File: config.mk
export PLATFORM = sky130hd
export DESIGN_NAME = load_unit_misaligned
export DESIGN_NICKNAME = d
export VERILOG_FILES = /design/src/rtl/load_unit_pkg.sv /design/src/rtl/load_extract.sv /design/src/rtl/load_unit_misaligned.sv
export SDC_FILE = /design/constraint.sdc
export NUM_CORES = 1
export LEC_CHECK = 0
export CORE_AREA = 4 4 118 120
export CTS_CLUSTER_DIAMETER = 100
export DETAILED_ROUTE_END_ITERATION = 6
export DIE_AREA = 0 0 122 124
export MAX_ROUTING_LAYER = met4
export PLACE_DENSITY = 0.8
export SLEW_MARGIN = 5
export SYNTH_ARGS = -nofsm -noshare
export SYNTH_HDL_FRONTEND = slang
export SYNTH_SLANG_ARGS = --single-unit
File: constraint.sdc
create_clock -name clk -period 3.3 [get_ports clk]
set_input_delay 0.33 -clock clk [delete_from_list [all_inputs] [get_ports clk]]
set_output_delay 0.33 -clock clk [all_outputs]
set_load 0.01 [all_outputs]
File: src/rtl/load_unit_pkg.sv
// Shared types and helpers for the sequential load unit and its extractor.
// Load op encodings follow the RISC-V load funct3 field.
package load_unit_pkg;

  localparam int unsigned LoadOpWidth = 3;

  localparam logic [LoadOpWidth-1:0] LoadOpLb  = 3'd0;
  localparam logic [LoadOpWidth-1:0] LoadOpLh  = 3'd1;
  localparam logic [LoadOpWidth-1:0] LoadOpLw  = 3'd2;
  localparam logic [LoadOpWidth-1:0] LoadOpLd  = 3'd3;
  localparam logic [LoadOpWidth-1:0] LoadOpLbu = 3'd4;
  localparam logic [LoadOpWidth-1:0] LoadOpLhu = 3'd5;
  localparam logic [LoadOpWidth-1:0] LoadOpLwu = 3'd6;

  typedef enum logic [1:0] {
    StIdle,
    StRd0,
    StRd1,
    StResp
  } state_e;

  // Access size in bytes; 0 marks an op that is illegal for this data width.
  function automatic logic [3:0] op_size(input logic [LoadOpWidth-1:0] op, input logic rv64);
    logic [3:0] sz;
    case (op)
      LoadOpLb, LoadOpLbu: sz = 4'd1;
      LoadOpLh, LoadOpLhu: sz = 4'd2;
      LoadOpLw:            sz = 4'd4;
      LoadOpLwu:           sz = rv64 ? 4'd4 : 4'd0;
      LoadOpLd:            sz = rv64 ? 4'd8 : 4'd0;
      default:             sz = 4'd0;
    endcase
    return sz;
  endfunction

  function automatic logic op_signed(input logic [LoadOpWidth-1:0] op);
    return (op == LoadOpLb) || (op == LoadOpLh) || (op == LoadOpLw);
  endfunction

endpackage

File: src/rtl/load_extract.sv
// Combinational byte select and sign/zero extension of a two-word window.
// Shared with the store/AMO path, so it stays free of any state.
module load_extract
  import load_unit_pkg::*;
#(
  parameter int unsigned XLEN = 32
) (
  input  logic [2*XLEN-1:0]          data_i,
  input  logic [$clog2(XLEN/8)-1:0]  off_i,
  input  logic [LoadOpWidth-1:0]     op_i,
  output logic [XLEN-1:0]            result_o
);

  logic [XLEN-1:0] val;
  logic [3:0]      sz;
  logic            sign_ext;
  logic            sign_bit;
  int              nbits;

  assign val      = XLEN'(data_i >> {off_i, 3'b000});
  assign sz       = op_size(op_i, XLEN == 64);
  assign sign_ext = op_signed(op_i);

  always_comb begin
    nbits    = int'(sz) * 8;
    sign_bit = 1'b0;
    result_o = '0;
    for (int i = 0; i < int'(XLEN); i++) begin
      if (i == nbits - 1) sign_bit = val[i];
    end
    for (int i = 0; i < int'(XLEN); i++) begin
      if (i < nbits) result_o[i] = val[i];
      else           result_o[i] = sign_ext & sign_bit;
    end
    if (nbits == 0) result_o = '0;
  end

endmodule

File: src/rtl/load_unit_misaligned.sv
// Sequential load unit: one or two aligned bus reads per load, merged and extended.
// The result is registered on the way out of RESP, so rsp_valid trails RESP by one cycle.
module load_unit_misaligned
  import load_unit_pkg::*;
#(
  parameter int unsigned XLEN             = 32,
  parameter bit          ALLOW_MISALIGNED = 1'b1
) (
  input  logic                   clk,
  input  logic                   resetn,
  input  logic                   req_valid,
  output logic                   req_ready,
  input  logic [31:0]            req_addr,
  input  logic [LoadOpWidth-1:0] req_op,
  output logic                   mem_valid,
  output logic [31:0]            mem_addr,
  input  logic                   mem_ready,
  input  logic [XLEN-1:0]        mem_rdata,
  output logic                   rsp_valid,
  output logic [XLEN-1:0]        rsp_data,
  output logic                   rsp_fault
);

  localparam int unsigned Bytes = XLEN / 8;
  localparam int unsigned OffW  = $clog2(Bytes);
  localparam bit          Rv64  = (XLEN == 64);

  state_e                 state_q, state_d;
  logic [LoadOpWidth-1:0] op_q, op_d;
  logic [OffW-1:0]        off_q, off_d;
  logic                   cross_q, cross_d;
  logic                   fault_q, fault_d;
  logic                   mem_valid_q, mem_valid_d;
  logic [31:0]            mem_addr_q, mem_addr_d;
  logic [XLEN-1:0]        lo_q, lo_d;
  logic [XLEN-1:0]        hi_q, hi_d;
  logic                   rsp_valid_q, rsp_valid_d;
  logic [XLEN-1:0]        rsp_data_q, rsp_data_d;
  logic                   rsp_fault_q, rsp_fault_d;

  logic [3:0]      req_sz;
  logic [OffW-1:0] req_off;
  logic            req_cross;
  logic            req_misalign;
  logic            req_fault;
  logic [XLEN-1:0] extract_result;

  assign req_sz       = op_size(req_op, Rv64);
  assign req_off      = req_addr[OffW-1:0];
  assign req_cross    = (int'(req_off) + int'(req_sz)) > int'(Bytes);
  assign req_misalign = (32'(req_off) & (32'(req_sz) - 32'd1)) != 32'd0;
  assign req_fault    = (req_sz == 4'd0) || (!ALLOW_MISALIGNED && req_misalign);

  load_extract #(
    .XLEN(XLEN)
  ) u_extract (
    .data_i  ({hi_q, lo_q}),
    .off_i   (off_q),
    .op_i    (op_q),
    .result_o(extract_result)
  );

  always_comb begin
    state_d     = state_q;
    op_d        = op_q;
    off_d       = off_q;
    cross_d     = cross_q;
    fault_d     = fault_q;
    mem_valid_d = mem_valid_q;
    mem_addr_d  = mem_addr_q;
    lo_d        = lo_q;
    hi_d        = hi_q;
    rsp_valid_d = 1'b0;
    rsp_data_d  = rsp_data_q;
    rsp_fault_d = rsp_fault_q;

    unique case (state_q)
      StIdle: begin
        if (req_valid) begin
          op_d       = req_op;
          off_d      = req_off;
          cross_d    = req_cross;
          mem_addr_d = {req_addr[31:OffW], {OffW{1'b0}}};
          lo_d       = '0;
          hi_d       = '0;
          if (req_fault) begin
            fault_d = 1'b1;
            state_d = StResp;
          end else begin
            fault_d     = 1'b0;
            mem_valid_d = 1'b1;
            state_d     = StRd0;
          end
        end
      end
      StRd0: begin
        if (mem_ready) begin
          lo_d = mem_rdata;
          if (cross_q) begin
            mem_addr_d = mem_addr_q + 32'(Bytes);
            state_d    = StRd1;
          end else begin
            mem_valid_d = 1'b0;
            state_d     = StResp;
          end
        end
      end
      StRd1: begin
        if (mem_ready) begin
          hi_d        = mem_rdata;
          mem_valid_d = 1'b0;
          state_d     = StResp;
        end
      end
      StResp: begin
        rsp_valid_d = 1'b1;
        rsp_fault_d = fault_q;
        rsp_data_d  = fault_q ? '0 : extract_result;
        state_d     = StIdle;
      end
      default: state_d = StIdle;
    endcase
  end

  always_ff @(posedge clk) begin
    if (!resetn) begin
      state_q     <= StIdle;
      op_q        <= '0;
      off_q       <= '0;
      cross_q     <= 1'b0;
      fault_q     <= 1'b0;
      mem_valid_q <= 1'b0;
      mem_addr_q  <= '0;
      lo_q        <= '0;
      hi_q        <= '0;
      rsp_valid_q <= 1'b0;
      rsp_data_q  <= '0;
      rsp_fault_q <= 1'b0;
    end else begin
      state_q     <= state_d;
      op_q        <= op_d;
      off_q       <= off_d;
      cross_q     <= cross_d;
      fault_q     <= fault_d;
      mem_valid_q <= mem_valid_d;
      mem_addr_q  <= mem_addr_d;
      lo_q        <= lo_d;
      hi_q        <= hi_d;
      rsp_valid_q <= rsp_valid_d;
      rsp_data_q  <= rsp_data_d;
      rsp_fault_q <= rsp_fault_d;
    end
  end

  assign req_ready = (state_q == StIdle);
  assign mem_valid = mem_valid_q;
  assign mem_addr  = mem_addr_q;
  assign rsp_valid = rsp_valid_q;
  assign rsp_data  = rsp_data_q;
  assign rsp_fault = rsp_fault_q;

endmodule
After elaboration in Yosys (flattened, before gate mapping)
Cells that the tools add are included.
W data, S select, Z words.
{"block": "word_totals", "regBits": 140, "input_bits": 71, "output_inout_bits": 68, "elab_cells": 209}
{"block": "classes", "addsub": 3, "order_cmp": 33, "n_eq_ne": 48, "n_shift": 1, "muxes": 90, "n_bitwise": 1, "reduce_logical": 21}
{"op": "$eq A6 B32 Y1 const A", "n": 16}
{"op": "$eq A5 B32 Y1 const A", "n": 8}
{"op": "$mux W32", "n": 7}
{"op": "$pmux W32 S2", "n": 3}
{"op": "$eq A4 B32 Y1 const A", "n": 4}
{"op": "$lt A5 B6 Y1 const A", "n": 16}
{"op": "$mux W1", "n": 72}
{"op": "$eq A3 B32 Y1 const A", "n": 2}
{"op": "$logic_not A32 Y1", "n": 2}
{"op": "$shr A64 B5 Y32", "n": 1}
{"op": "$lt A4 B6 Y1 const A", "n": 8}
{"op": "$add A32 B3 Y32 const B", "n": 1}
{"op": "$eq A2 B32 Y1 const A", "n": 1}
{"op": "$lt A3 B6 Y1 const A", "n": 4}
{"op": "$pmux W3 S3", "n": 2}
{"op": "$eq A3 B3 Y1 const B", "n": 4}
{"op": "$lt A1 B6 Y1 const A", "n": 2}
{"op": "$lt A2 B6 Y1 const A", "n": 2}
{"op": "$ne A2 B2 Y1 const B", "n": 6}
{"op": "$reduce_and A3 Y1", "n": 3}
{"op": "$mux W2", "n": 4}
{"op": "$pmux W2 S4", "n": 1}
{"op": "$reduce_or A2 Y1", "n": 4}
{"op": "$sub A6 B1 Y7 const B", "n": 1}
{"op": "17 further kinds", "n": 23}

Longest topological paths before layout
{"block": "logic_depth", "word_depth": 41, "ltp_mapped": 12, "ltp_nobuf": 9}

Cells and area by module
Synthesis repeated with hierarchy kept, for this count alone.
{"block": "unflattened", "cells_unflattened": 936, "area_unflattened_um2": 7335.8}
{"mod": "load_unit_misaligned", "n_inst": 1, "cells_per_inst": 741, "area_per_inst_um2": 5980.7, "seq_area_each_um2": 2762.6}
{"mod": "load_extract", "n_inst": 1, "cells_per_inst": 195, "area_per_inst_um2": 1355.0, "seq_area_each_um2": 0.0}

Worst setup path after synthesis
No wires, ideal clock.
{"block": "synth_path", "path_type": "reg2reg", "startpoint": "register op_q[1]", "endpoint": "register rsp_data_q[12] (netlist: rsp_data[12])", "setup_ns": 0.129, "arrival_time_ns": 2.550, "required_ns": 3.171, "slack_ns": 0.621, "stages_incl_launch_ff": 13, "path_buffers": 4, "synth_period_minus_slack_ns": 2.679, "path_cell_list": "dfxtp_1 clkbuf_1 nor2b_1 clkbuf_1 inv_1 ha_1 clkbuf_1 and3b_1 a211oi_1 o22ai_1 o21ai_1 clkbuf_1 o21ai_0"}
{"block": "synth_between", "elab_chain_cells": 41, "word_cells_on_any_way": 81, "cone_classes": "add/sub (1); order compare (1); eq/ne (35); mux (36); bitwise (1); reduce/logical (7)"}
{"item": "from (decl)", "line_no": "load_unit_misaligned.sv:29", "rtl": "logic [LoadOpWidth-1:0] op_q, op_d;"}
{"item": "from (signal assigned)", "line_no": "load_unit_misaligned.sv:141", "rtl": "op_q <= op_d;"}
{"item": "$eq A3 B3 Y1 (tied with other cells)", "line_no": "load_unit_pkg.sv:25", "rtl": "case (op)"}
{"item": "$reduce_or A2 Y1", "line_no": "load_unit_pkg.sv:25"}
{"item": "$pmux W3 S3", "line_no": "load_unit_pkg.sv:25"}
{"item": "$sub A6 B1 Y7", "line_no": "load_extract.sv:29", "rtl": "if (i == nbits - 1) sign_bit = val[i];"}
{"item": "$logic_not A32 Y1", "line_no": "load_extract.sv:29"}
{"item": "$mux W1 (32 in a row)", "line_no": "load_extract.sv:29"}
{"item": "$and A1 B1 Y1", "line_no": "load_extract.sv:33", "rtl": "else result_o[i] = sign_ext & sign_bit;"}
{"item": "$mux W1", "line_no": "load_extract.sv:32", "rtl": "if (i < nbits) result_o[i] = val[i];"}
{"item": "$mux W32 *", "line_no": "load_extract.sv:35", "rtl": "if (nbits == 0) result_o = '0;"}
{"item": "$mux W32 *", "line_no": "load_unit_misaligned.sv:118", "rtl": "rsp_data_d = fault_q ? '0 : extract_result;"}
{"item": "to (signal assigned)", "line_no": "load_unit_misaligned.sv:150", "rtl": "rsp_data_q <= rsp_data_d;"}
{"item": "to (decl)", "line_no": "load_unit_misaligned.sv:38", "rtl": "logic [XLEN-1:0] rsp_data_q, rsp_data_d;"}
Every way passes the cells marked *; elsewhere a longest branch is shown, timed or not.
A chain may end at the register's enable or synchronous reset.

Worst setup path in the final report
{"block": "layout_path", "startpoint": "register state_q[0]", "endpoint": "register mem_addr_q[10] (netlist: mem_addr[10])"}
{"block": "layout_between", "elab_chain_cells": 3, "word_cells_on_any_way": 8, "cone_classes": "eq/ne (4); mux (1); reduce/logical (3)"}
{"item": "from (decl)", "line_no": "load_unit_misaligned.sv:28", "rtl": "state_e state_q, state_d;"}
{"item": "from (signal assigned)", "line_no": "load_unit_misaligned.sv:127", "rtl": "state_q <= StIdle;"}
{"item": "from (signal assigned)", "line_no": "load_unit_misaligned.sv:140", "rtl": "state_q <= state_d;"}
{"item": "$eq A2 B1 Y1 / $logic_not A2 Y1 (equally long branches)", "line_no": "load_unit_misaligned.sv:77", "rtl": "unique case (state_q)"}
{"item": "$ne A2 B2 Y1 (no line) / $reduce_bool A2 Y1 (equally long branches)"}
{"item": "$reduce_and A4 Y1 (no line)"}
{"item": "to (signal assigned)", "line_no": "load_unit_misaligned.sv:146", "rtl": "mem_addr_q <= mem_addr_d;"}
{"item": "to (decl)", "line_no": "load_unit_misaligned.sv:34", "rtl": "logic [31:0] mem_addr_q, mem_addr_d;"}
Several ways; a longest one is shown, not always the timed one.

==> impl_metrics.yaml <==
outcome:
  outcome: "finished, final reports clean"
setup_path:
  cp_slowest_cell: "mux2i_1"
  startpoint_type: "register"
  cp.arrival_ns: 2.88
  path_max_fanout: 20
  path_class: "register to register"
  cp-end-kind: "register"
  max_stage_delay_ns: 0.51
  critPathTopFamily: "compound AO/OA/AOI/OAI gates"
  path_buf_inv: 2
  critical_path.cell_chain: "inv_1 > ha_1 > mux2i_1 > a21o_1 > buf_4 > a21oi_1 > o221a_2"
  required_ns: 3.60
die:
  initial_core_util: 0.510
  coreArea_um2: 13000
  die_x_um: 122
  num_rows: 42
  dieArea_um2: 15100
  die_h_um: 124
  io-pin-count: 139
flow_run:
  max_cap_violations: 0
clocking:
  cts_buffer_depth: 2
  cts_setup_buffers: 0
  cts_resized: 0
  cts_tree: "done"
  cts_max_level: 4
  clk-insertion-delay-late_ns: 0.41
  root_buffer: "clkbuf_16"
  ctsHoldBuffers: 0
  clock-sinks: 130
  cts-buffers-inserted: 17
  cts.reportedPaths.clkPinSlew_ns: 0.05
placement:
  dp_hpwl_mm: 13.2
  portBuffers: 136
  pre_cts_ws_ns: 0.707
  gp_congestion: 0.901
layout:
  nets: 995
  final_cell_mix: "clkdlybuf4s50_1, dfxtp_1, nand2_1, a21oi_1, nor2_1"
  syn_to_final_growth_pct: 31.1
  drive_gt1_frac: 0.0822
  mostFrequentLayoutCell: "clkdlybuf4s50_1"
yosys:
  synth_edf_count: 0
  synth_flop_cell: "dfxtp_1"
  ys_seq_elements: 130
  yosysSeqAreaShare: 0.393
  synth_cell_types: 58
  syn_area_um2: 6620
  synthArstFlopShare: 0
  ys_warn_count: 0
  syn_area_per_cell_um2: 8.18
  synthCells: 809
sta:
  rsz0062_at_grt: "no"
  setup_viol: 0
  finalCriticalPeriod_ns: 2.58
  finalMaxSlewViolations: 0
  max_slew_margin: 0.339
  setup_slack_ns: 0.723
  hold-worst-slack_ns: 0.449
  period_share: 0.781
  tightestPinTransition_ns: 0.989
  finalSetupTns_ns: 0
  skew_ns: 0.00532
  max_freq_mhz: 388
  final_hold_viol_count: 0
route:
  vias: 6616
  routed_via_density: 6.00
  routedWlPerCell_um: 17.7
  drc: 0
  drt-total-wl_mm: 19.5
  dr.pass1.iters: 5
  ant_nets: 0
  drt_iter0_markers: 841
global_route:
  grt_pass1_vias: 6143
  grt_overflow: 0
  grt_use_total: 0.264
  grt_pass1_wl_mm: 31.0
  grt_antenna_before_repair: 1
  grt_max_degree: 75
power_and_ir_drop:
  power.total_mw: 6.60
  p_per_area_nw_per_um2: 761
  max-vdd-ir-drop_uv: 479
  p_leak_nw: 3.22
hold_path:
  hold_class: "register to register"
[metrics by stage]
| stage | instances | util | cell area (um2) |
|---|---|---|---|
| 2_1_floorplan | 810 | - | 6620 |
| 3_3_place_gp | 1070 | 0.623 | 8080 |
| 3_5_place_dp | 1070 | 0.623 | 8080 |
| 4_1_cts | 1101 | 0.668 | 8670 |
| 5_1_grt | 1102 | 0.668 | 8670 |
| 6_report | 1102 | 0.668 | 8670 |
[routing by layer]
layer,vias to the layer above,GRT usage,share of wire
met4,0,0.0882,0.016
met2,316,0.391,0.46
met1,3124,0.356,0.44
li1,3145,-,-
met3,31,0.0636,0.088
met5,-,-,0
[path summary, 6_finish.rpt]
kind,startpoint,to,slack (ns),cells after the start
worst max register to register,state_q[0]$_SDFFE_PN0P_,mem_addr[10]$_SDFFE_PN0P_,0.72,7
worst min-delay path,lo_q[12]$_SDFFE_PN0P_,lo_q[12]$_SDFFE_PN0P_,0.45,2
worst max-delay path,state_q[0]$_SDFFE_PN0P_,mem_addr[10]$_SDFFE_PN0P_,0.72,7
worst min register to register,lo_q[12]$_SDFFE_PN0P_,lo_q[12]$_SDFFE_PN0P_,0.45,2
[where the power goes]
| group | internal, mW | switching, mW |
|---|---|---|
| Sequential | 1.84 | 0.342 |
| Clock | 1.19 | 0.678 |
| Combinational | 1.05 | 1.50 |
[sequential cells by signal, summed over array words and instances, names as in the netlist, 2 cells and up]
signal	flops
op_q	3
mem_addr	30
off_q	2
hi_q	24
rsp_data	32
state_q	2
lo_q	32
[cells by family after synthesis]
group | Yosys count | share of synthesized area
simple gates | 305 | 0.225
compound gates | 228 | 0.227
flops | 130 | 0.393
buf+inv | 86 | 0.0509
mux | 47 | 0.0794
fa+ha+maj | 11 | 0.0219
other cells | 1 | 0.000567
xor+xnor | 1 | 0.00132
[cells in the mapped netlist (7+ instances only)]
master,n,area [um2]
nand2_1,105,394
nor2b_1,12,75.1
inv_1,16,60.1
o221a_2,8,90.1
mux2i_1,39,390
or3_1,7,43.8
a22oi_1,37,278
a21oi_1,81,405
clkbuf_1,55,206
buf_1,7,26.3
nand4_1,8,50.1
nor2_1,64,240
dfxtp_1,130,2600
a211o_1,7,61.3
ha_1,10,125
nand2b_1,18,113
and3_1,11,68.8
o21ai_0,27,135
o22ai_1,7,43.8
nand3_1,50,250
a32oi_1,21,184
a31oi_1,8,50.1
[area by class of cell]
class                      count  area [um2]
clock buffer                  23         488
antenna                        1        2.50
timing repair buffer         153        1500
fill                        1081        4310
inverter                      17        63.8
tap                          176         220
multi-input combinational    594        3690
sequential                   130        2610
clock inverter                 8         103
[worst reg2reg max path, delay by kind of cell (launching register included)]
family                     cells  cell delay, ns
DFF                            1            0.34
muxes                          1            0.52
adders and majority gates      1            0.43
buffers and inverters          2            0.43
AOI/OAI and AO/OA              3            0.77
Power figures use the tool's default switching activity.
